===== src/rtl/baud_pkg.sv =====
// Shared definitions for the fractional baud generator:
// rate encodings, standard baud values and the divisor helper.
package baud_pkg;

  typedef enum logic [1:0] {
    RATE_9600   = 2'b00,
    RATE_19200  = 2'b01,
    RATE_57600  = 2'b10,
    RATE_115200 = 2'b11
  } rate_t;

  localparam int BAUD_9600   = 9600;
  localparam int BAUD_19200  = 19200;
  localparam int BAUD_57600  = 57600;
  localparam int BAUD_115200 = 115200;

  typedef struct packed {
    logic [31:0] whole;
    logic [31:0] frac;
  } div_t;

  // Clocks per oversample tick as {int, frac};
  // frac = floor(rem * 2^frac_w / (baud * os)).
  function automatic div_t baud_div(
    input int clk_hz,
    input int baud,
    input int os,
    input int frac_w
  );
    longint den;
    longint q;
    longint r;
    longint f;
    div_t   d;
    den     = longint'(baud) * longint'(os);
    q       = longint'(clk_hz) / den;
    r       = longint'(clk_hz) - q * den;
    f       = (r << frac_w) / den;
    d.whole = q[31:0];
    d.frac  = f[31:0];
    return d;
  endfunction

endpackage


===== src/rtl/baud_gen_frac_divider.sv =====
// frac_divider: period counter, fraction accumulator and
// divisor shadow; emits the registered os_tick strobe.
// Ports: clk, rst (async high), en, src_int/src_frac (divisor
// source), os_tick (registered), boundary (comb, last cycle).
// Fraction logic present only when BAUD_FRAC_EN is defined.
module frac_divider
  import baud_pkg::*;
#(
  parameter int DIV_W  = 16,
  parameter int FRAC_W = 4
) (
  input  logic              clk,
  input  logic              rst,
  input  logic              en,
  input  logic [DIV_W-1:0]  src_int,
  input  logic [FRAC_W-1:0] src_frac,
  output logic              os_tick,
  output logic              boundary
);

  logic             run;
  logic             start;
  logic             carry;
  logic [DIV_W-1:0] cnt;
  logic [DIV_W-1:0] sh_int;
  logic [DIV_W-1:0] n_eff;
  logic [DIV_W:0]   last;

  assign start = en && !run;

  // Divisors 0 and 1 are clamped to 2.
  assign n_eff = (sh_int < DIV_W'(2)) ? DIV_W'(2) : sh_int;

  assign last = {1'b0, n_eff} - (DIV_W+1)'(1)
              + (DIV_W+1)'(carry);

  assign boundary = en && run && ({1'b0, cnt} == last);

  always_ff @(posedge clk or posedge rst) begin
    if (rst) begin
      run     <= 1'b0;
      cnt     <= '0;
      sh_int  <= DIV_W'(2);
      os_tick <= 1'b0;
    end else if (!en) begin
      run     <= 1'b0;
      cnt     <= '0;
      os_tick <= 1'b0;
    end else if (start) begin
      run     <= 1'b1;
      cnt     <= '0;
      sh_int  <= src_int;
      os_tick <= 1'b0;
    end else if (boundary) begin
      cnt     <= '0;
      sh_int  <= src_int;
      os_tick <= 1'b1;
    end else begin
      cnt     <= cnt + DIV_W'(1);
      os_tick <= 1'b0;
    end
  end

`ifdef BAUD_FRAC_EN
  logic [FRAC_W-1:0] acc;

  // The fraction becoming active is added at the boundary
  // that loads it, so it needs no separate shadow copy;
  // its carry stretches the following period by one clock.
  always_ff @(posedge clk or posedge rst) begin
    if (rst) begin
      acc   <= '0;
      carry <= 1'b0;
    end else if (!en || start) begin
      acc   <= '0;
      carry <= 1'b0;
    end else if (boundary) begin
      {carry, acc} <= {1'b0, acc} + {1'b0, src_frac};
    end
  end
`else
  logic unused_frac;
  assign unused_frac = ^src_frac;
  assign carry       = 1'b0;
`endif

endmodule


===== src/rtl/baud_gen_frac.sv =====
// baud_gen_frac: fractional baud generator with preset table,
// runtime divisor register, os_tick and bit_tick strobes.
// Ports: clk, rst (async high), en, rate_sel, use_custom,
// div_load, div_int, div_frac, os_tick, bit_tick.
// Define BAUD_FRAC_EN to enable the fractional accumulator.
module baud_gen_frac
  import baud_pkg::*;
#(
  parameter int CLK_HZ     = 20_000_000,
  parameter int OVERSAMPLE = 16,
  parameter int DIV_W      = 16,
  parameter int FRAC_W     = 4
) (
  input  logic              clk,
  input  logic              rst,
  input  logic              en,
  input  logic [1:0]        rate_sel,
  input  logic              use_custom,
  input  logic              div_load,
  input  logic [DIV_W-1:0]  div_int,
  input  logic [FRAC_W-1:0] div_frac,
  output logic              os_tick,
  output logic              bit_tick
);

  localparam int OS_W = $clog2(OVERSAMPLE);

  localparam div_t P0 =
    baud_div(CLK_HZ, BAUD_9600, OVERSAMPLE, FRAC_W);
  localparam div_t P1 =
    baud_div(CLK_HZ, BAUD_19200, OVERSAMPLE, FRAC_W);
  localparam div_t P2 =
    baud_div(CLK_HZ, BAUD_57600, OVERSAMPLE, FRAC_W);
  localparam div_t P3 =
    baud_div(CLK_HZ, BAUD_115200, OVERSAMPLE, FRAC_W);

  localparam logic [DIV_W-1:0]  P0_I = P0.whole[DIV_W-1:0];
  localparam logic [DIV_W-1:0]  P1_I = P1.whole[DIV_W-1:0];
  localparam logic [DIV_W-1:0]  P2_I = P2.whole[DIV_W-1:0];
  localparam logic [DIV_W-1:0]  P3_I = P3.whole[DIV_W-1:0];
  localparam logic [FRAC_W-1:0] P0_F = P0.frac[FRAC_W-1:0];
  localparam logic [FRAC_W-1:0] P1_F = P1.frac[FRAC_W-1:0];
  localparam logic [FRAC_W-1:0] P2_F = P2.frac[FRAC_W-1:0];
  localparam logic [FRAC_W-1:0] P3_F = P3.frac[FRAC_W-1:0];

  logic [DIV_W-1:0]  cust_int;
  logic [FRAC_W-1:0] cust_frac;
  logic [DIV_W-1:0]  pre_int;
  logic [FRAC_W-1:0] pre_frac;
  logic [DIV_W-1:0]  src_int;
  logic [FRAC_W-1:0] src_frac;
  logic [OS_W-1:0]   os_cnt;
  logic              boundary;

  always_comb begin
    pre_int  = P0_I;
    pre_frac = P0_F;
    unique case (rate_t'(rate_sel))
      RATE_9600:   begin pre_int = P0_I; pre_frac = P0_F; end
      RATE_19200:  begin pre_int = P1_I; pre_frac = P1_F; end
      RATE_57600:  begin pre_int = P2_I; pre_frac = P2_F; end
      RATE_115200: begin pre_int = P3_I; pre_frac = P3_F; end
    endcase
  end

  // A load coinciding with a boundary bypasses the register
  // so the shadow takes the freshly loaded value.
  always_comb begin
    src_int  = pre_int;
    src_frac = pre_frac;
    if (use_custom) begin
      src_int  = div_load ? div_int  : cust_int;
      src_frac = div_load ? div_frac : cust_frac;
    end
  end

  always_ff @(posedge clk or posedge rst) begin
    if (rst) begin
      cust_int  <= DIV_W'(2);
      cust_frac <= '0;
    end else if (div_load) begin
      cust_int  <= div_int;
      cust_frac <= div_frac;
    end
  end

  frac_divider #(
    .DIV_W  (DIV_W),
    .FRAC_W (FRAC_W)
  ) u_div (
    .clk      (clk),
    .rst      (rst),
    .en       (en),
    .src_int  (src_int),
    .src_frac (src_frac),
    .os_tick  (os_tick),
    .boundary (boundary)
  );

  always_ff @(posedge clk or posedge rst) begin
    if (rst) begin
      os_cnt   <= '0;
      bit_tick <= 1'b0;
    end else if (!en) begin
      os_cnt   <= '0;
      bit_tick <= 1'b0;
    end else if (boundary) begin
      if (os_cnt == OS_W'(OVERSAMPLE - 1)) begin
        os_cnt   <= '0;
        bit_tick <= 1'b1;
      end else begin
        os_cnt   <= os_cnt + OS_W'(1);
        bit_tick <= 1'b0;
      end
    end else begin
      bit_tick <= 1'b0;
    end
  end

endmodule


===== config.mk =====
export PLATFORM = sky130hd
export DESIGN_NAME = baud_gen_frac
export DESIGN_NICKNAME = d
export VERILOG_FILES = /design/src/rtl/baud_pkg.sv /design/src/rtl/baud_gen_frac_divider.sv /design/src/rtl/baud_gen_frac.sv
export SDC_FILE = /design/constraint.sdc
export NUM_CORES = 1
export LEC_CHECK = 0
export CORE_MARGIN = 1.5
export CORE_UTILIZATION = 23
export CTS_BUF_LIST = sky130_fd_sc_hd__clkbuf_4 sky130_fd_sc_hd__clkbuf_8
export DETAILED_ROUTE_END_ITERATION = 8
export PLACE_DENSITY = 0.42
export SLEW_MARGIN = 30
export SYNTH_ARGS = -nofsm -noshare
export SYNTH_HDL_FRONTEND = slang
export SYNTH_HIERARCHICAL = 1
export SYNTH_SLANG_ARGS = --single-unit

===== constraint.sdc =====
create_clock -name clk -period 7.8 [get_ports clk]
set_input_delay 1.95 -clock clk [delete_from_list [all_inputs] [get_ports clk]]
set_output_delay 1.95 -clock clk [all_outputs]
set_load 0.02 [all_outputs]

# ---- Word level (Yosys, flattened, before mapping)
# Index checks and enable logic that the tools add are counted.
dict set report word_totals {
  in_bits 27
  reg_bits 55
  wordCells 45
}
dict set report op_classes {
  n_addsub 3
  magnitude_cmp 1
  n_reduce_logical 7
  muxes 20
  n_eq_ne 7
}
# cell n
set op_table {}
lappend op_table {{16-bit 2-to-1 mux} 8}
lappend op_table {{16-bit case mux with 4 select lines} 1}
lappend op_table {{16-bit by 17-bit equality test with 1-bit output} 1}
lappend op_table {{16-bit by 1-bit subtractor with 17-bit output (second input constant)} 1}
lappend op_table {{16-bit by 1-bit adder with 16-bit output (second input constant)} 1}
lappend op_table {{16-bit by 2-bit less-than comparator with 1-bit output (second input constant)} 1}
lappend op_table {{4-bit 2-to-1 mux} 3}
lappend op_table {{1-bit 2-to-1 mux} 8}
lappend op_table {{4-bit by 1-bit adder with 4-bit output (second input constant)} 1}
lappend op_table {{2-bit equality test (second input constant)} 2}
lappend op_table {{4-bit equality test (second input constant)} 1}
lappend op_table {{2-bit by 1-bit != test with 1-bit output (second input constant)} 2}
lappend op_table {{1-bit logical AND} 3}
lappend op_table {{2-bit by 1-bit equality test with 1-bit output (second input constant)} 1}
lappend op_table {{2-bit logical NOT} 1}
lappend op_table {{2-bit AND reduction} 1}
lappend op_table {{2-bit nonzero test} 1}
lappend op_table {{1-bit logical NOT} 1}

# ---- Logic depth before layout (Yosys ltp)
dict set report depth {
  depth_word 8
  ltp_mapped 16
  depth_no_buf 15
}

# ---- Hierarchy
# The synthesis kept the hierarchy.
# module cells_each area_each_um2 n_inst
set modules_own_cells {}
lappend modules_own_cells {frac_divider 208 2124.5 1}
lappend modules_own_cells {baud_gen_frac 113 1265.0 1}

# ---- Worst setup path after synthesis
# Ideal clock, no wire load.
dict set report synth_path {
  path_type {flip-flop to flip-flop}
  startpoint {register u_div.sh_int[12]}
  endpoint {register u_div.sh_int[0]}
  arrival_time_ns 3.763
  setup_slack_ns 3.910
  required_time_ns 7.673
  stages_incl_launch_ff 15
  setup_ns 0.127
  synth_period_minus_slack_ns 3.890
  cell_sequence {dfrtp_1 > buf_2 > or4_4 > nor3_4 > nand3_2 > nand2_1 > ha_1 > nor4b_1 > and3_1 > a211oi_1 > nor4b_1 > nand4_1 > o41ai_4 > buf_6 > mux2_1}
}
dict set report synth_via {
  elab_chain_cells 7
}
# item line_no
set synth_lines {}
lappend synth_lines {{from (decl)} baud_gen_frac_divider.sv:25} ;# logic [DIV_W-1:0] sh_int;
lappend synth_lines {{from (signal assigned)} baud_gen_frac_divider.sv:52} ;# sh_int <= src_int;
lappend synth_lines {{from (signal assigned)} baud_gen_frac_divider.sv:56} ;# sh_int <= src_int;
lappend synth_lines {{16-bit by 2-bit less-than comparator with 1-bit output} baud_gen_frac_divider.sv:32} ;# assign n_eff = (sh_int < DIV_W'(2)) ? DIV_W'(2) : sh_int;
lappend synth_lines {{16-bit 2-to-1 mux (*)} baud_gen_frac_divider.sv:32}
lappend synth_lines {{16-bit by 1-bit subtractor with 17-bit output (*)} baud_gen_frac_divider.sv:34} ;# assign last = {1'b0, n_eff} - (DIV_W+1)'(1)
lappend synth_lines {{16-bit by 17-bit equality test with 1-bit output (*)} baud_gen_frac_divider.sv:37} ;# assign boundary = en && run && ({1'b0, cnt} == last);
lappend synth_lines {{1-bit logical AND (*)} baud_gen_frac_divider.sv:37}
lappend synth_lines {{2-bit nonzero test (no source line) (*)} -}
lappend synth_lines {{2-bit AND reduction (no source line) (*)} -}
# Every way passes the cells marked *; elsewhere a longest branch is shown, timed or not.
# A chain may end at the register's enable or synchronous reset.

# ---- Worst setup path after layout
dict set report layout_path {
  startpoint {register u_div.sh_int[12]}
  endpoint {register u_div.sh_int[8]}
}
# Same word-level chain as after synthesis.

==> results.md <==
- For the final database, setup skew stands at between 0.008 and 0.009 ns.
- After global routing the overflow that remains totals 0.
- At the pin with the least slew margin, the transition time is between 0.7 and 0.8 ns.
- The type of the worst setup path is reg -> reg.
- The final weighted congestion of routability-driven global placement is 0.773.
- The startpoint identified for the worst register-to-register timing path is u_div/sh_int[12].
- The DRC violation count after routing is 0.
- The number of H-tree levels is 2.
- The type of element launching the critical path is a flip-flop.
- The initial detailed-routing violation count is 54.
- For this configuration, the core starts out at a cell density of 0.239.
- In the final routed layout, each cell accounts on average for roughly 13 um.
- The proportion of power drawn by the clock network is 0.295.
- Across the VDD grid, the largest voltage drop is ~0.000060 V.
- The tool flagged a number of max-cap violations equal to 0.
- The die is 121 um wide.
- The die height is ~120 um.
- The reg-to-reg endpoint is u_div/sh_int[8].
- During I/O placement, the number of pins put on the boundary was 29.
- In this run the tightest slew margin relative to its limit is 0.477.
- The worst setup path is captured at a flip-flop.
- Synthesis produced a netlist with a net count of 338.
- Leaving out fill and tap cells, the most frequent cell in the layout is sky130_fd_sc_hd__dfrtp_1.
- The cell with the biggest individual delay on the critical path is sky130_fd_sc_hd__or4_4.
- The count of nets left with antenna violations after detail routing is 0.
- The fraction of power spent switching nets is 0.287.
- The final-report max-slew violation count came to 0.
- The initialized floorplan defines 42 standard-cell rows.
- The number of port buffers is 24.
- The deepest clock path buffer count is 2.
- Setup repair after global routing left no endpoint under its margin.
- The via count of the first global-routing pass came to approximately 2300.
- Entering global routing, the biggest net connects 35 pins.
- Data on the critical path is required at its endpoint by between 8 and 9 ns.
- The number of warnings issued by yosys is 6.
- The areal power density over the cells is approximately 180 mW/mm^2.
- The clock tree root driver cell is sky130_fd_sc_hd__clkbuf_8.
- The routed layout has between 2000 and 2500 vias.
- Along the worst hold path, the cell count comes to 1.
- Dividing the final minimum period by the clock period gives 0.599.
- After clock tree synthesis, the clock-pin slew on the worst setup and hold paths is approximately 0.10 ns.
- The share of cells above drive strength 1 is 0.141.
- The library cells used most frequently in the layout, excluding fill and tap cells, are sky130_fd_sc_hd__dfrtp_1 (53), sky130_fd_sc_hd__nor2_1 (45), sky130_fd_sc_hd__clkdlybuf4s50_1 (23).
- After the flow finishes, the layout carries non-filler instances totaling around 500.
- The switching power of the nets is 0.194 mW.
- The placed instance count is a little under 500.
- TritonCTS built the clock tree.
- The highest attainable clock frequency is ~0.21 GHz.
- For the worst-skew pair, the clock arrives at the later sink with an insertion delay of around 0.31 ns.
- Detailed placement finished with a half-perimeter wire length of between 5000 and 6000 um.
- After technology mapping, the gate count stands at approximately 300.
- The sum of negative setup slack is 0 ns.
- After synthesis the cells add up to between 0.003 and 0.004 sq mm.
- For this design the static power due to leakage is 1.49 nW.
- After clock tree synthesis, the setup repair step added 0 buffers.
- Traced cell by cell, the critical path runs through or4_4, nor3_4, nand3_2, nand2_1, ha_1, nor4b_1, and3_1, a211oi_1, nor4b_1, nand4_1, o41ai_4, buf_4, mux2_2.
- 0 antenna diodes ended up in the layout.
- The number of clock buffers added by TritonCTS is 5.
- The data arrival time at the worst-slack endpoint is just under 5 ns.
- The number of gates resized after CTS is 0.
- The tree built by TritonCTS fans out to 55 sinks.
- The worst register-to-register path has a depth of 13.
- Among the stages of the critical path, the cell type that occurs most often is sky130_fd_sc_hd__nor4b_1.
- Dividing the synthesized area by the synthesized cell count gives 10.5 sq um.
- The run finished with clean final reports.
- After filler insertion, the fill cell instance count of the layout stands at approximately 1400.
- The startpoint of the most critical hold path is cust_int[13].
- The full die area is about 0.015 sq mm.
- Across all register-to-register paths, the minimum setup slack is between 3 and 4 ns.
- Of the total power, combinational logic draws 0.204.
- For this run, the post-layout net count is between 300 and 400.
- The end point of the most critical hold path is cust_int[13].
- The global-route wire length before repair is 11600 um.
- In this run the worst path has a maximum fanout of 10.
- The total wire length is between 6000 and 7000 um.
- Of the total power, registers draw 0.501.
- The first detailed-routing pass ran for 4 iterations.
- The initial antenna violation count was 0.
- The internal power contribution is slightly below 0.5 mW.
- The path class of the tightest hold or removal check is reg -> reg.
- From synthesis to final layout, the design area changed by 16.3%.
- The final count of hold timing violations is 0.
- Dividing the detail-routed via count by the number of cells gives approximately 4.4.
- The worst path in the final design needs a cycle of between 4 and 5 ns, including I/O delays and setup.
- The number of setup violations in the final report is 0.
- In this design, the stage delay of the slowest critical-path cell is roughly 0.60 ns.
- The core area is about 0.013 sq mm.
- The overall global routing resource usage is 0.100.
- The number of buffers added to fix hold violations after cts is 0.
==> layout make-up <==
type,instances,area (sq um),share of cell area
multi-input cells,227,1720,0.461
inverters,9,33.8,0.00907
clock buffers,6,82.6,0.0222
flip-flops and latches,55,1380,0.370
well taps,176,220,0.0591
clock inverters,2,35.0,0.00941
repair buffers,27,258,0.0692
==> per-stage QoR <==
| step | hold slack (ns) | setup WS (ns) | area [sq um] | total power, mW | util |
|---|---|---|---|---|---|
| after floorplan | 0.464 | 3.91 | 3200 | 0.442 | - |
| after detailed placement | 0.479 | 3.07 | 3610 | 0.484 | 0.270 |
| after global placement | 0.476 | 2.87 | 3600 | 0.481 | 0.269 |
| after global routing | 0.507 | 2.77 | 3720 | 0.720 | 0.278 |
| final | 0.498 | 3.13 | 3720 | 0.675 | 0.278 |
| after CTS | 0.502 | 3.10 | 3730 | 0.691 | 0.278 |
==> registers in the layout, indices dropped and copies added, names as in the netlist <==
register,cells
cust_int,16
u_div/cnt,16
u_div/sh_int,16
os_cnt,4
bit_tick,1
u_div/os_tick,1
u_div/run,1
==> critical path: cells and delay by family (launching register included) <==
kind / cells / cell delay, ns
buffers and inverters: 1 / 0.30
DFF: 1 / 0.50
muxes: 1 / 0.35
AOI/OAI and AO/OA: 2 / 0.63
adders and majority gates: 1 / 0.22
and+or+nand+nor: 8 / 2.58
==> routing by layer <==
layer	up-vias	share of wire	global-route usage
li1	1107	-	-
met1	1082	0.50	0.135
met2	19	0.46	0.159
met3	7	0.025	0.0216
met4	0	0.015	0.0346
met5	-	0	0
==> power by group through the flow <==
stage	clock network [mW]	logic, mW	registers, mW
6_report	0.199	0.138	0.339
3_5_place_dp	0	0.140	0.345
3_3_place_gp	0	0.137	0.344
2_1_floorplan	0	0.111	0.331
4_1_cts	0.212	0.141	0.339
5_1_grt	0.221	0.155	0.343
==> worst max-delay path by stage <==
stage                           startpoint  depth (start not counted)  slack (ns)                to
after floorplan           u_div/sh_int[12]                         14        3.91   u_div/sh_int[0]
final                     u_div/sh_int[12]                         13        3.13   u_div/sh_int[8]
after detailed placement                en                          9        3.07   u_div/sh_int[8]
after global placement                  en                          8        2.87  u_div/sh_int[10]
after CTS                 u_div/sh_int[12]                         13        3.10   u_div/sh_int[8]
after global routing      u_div/sh_int[12]                         13        2.77  u_div/sh_int[15]
No activity file was read; power rests on OpenSTA's default activity.
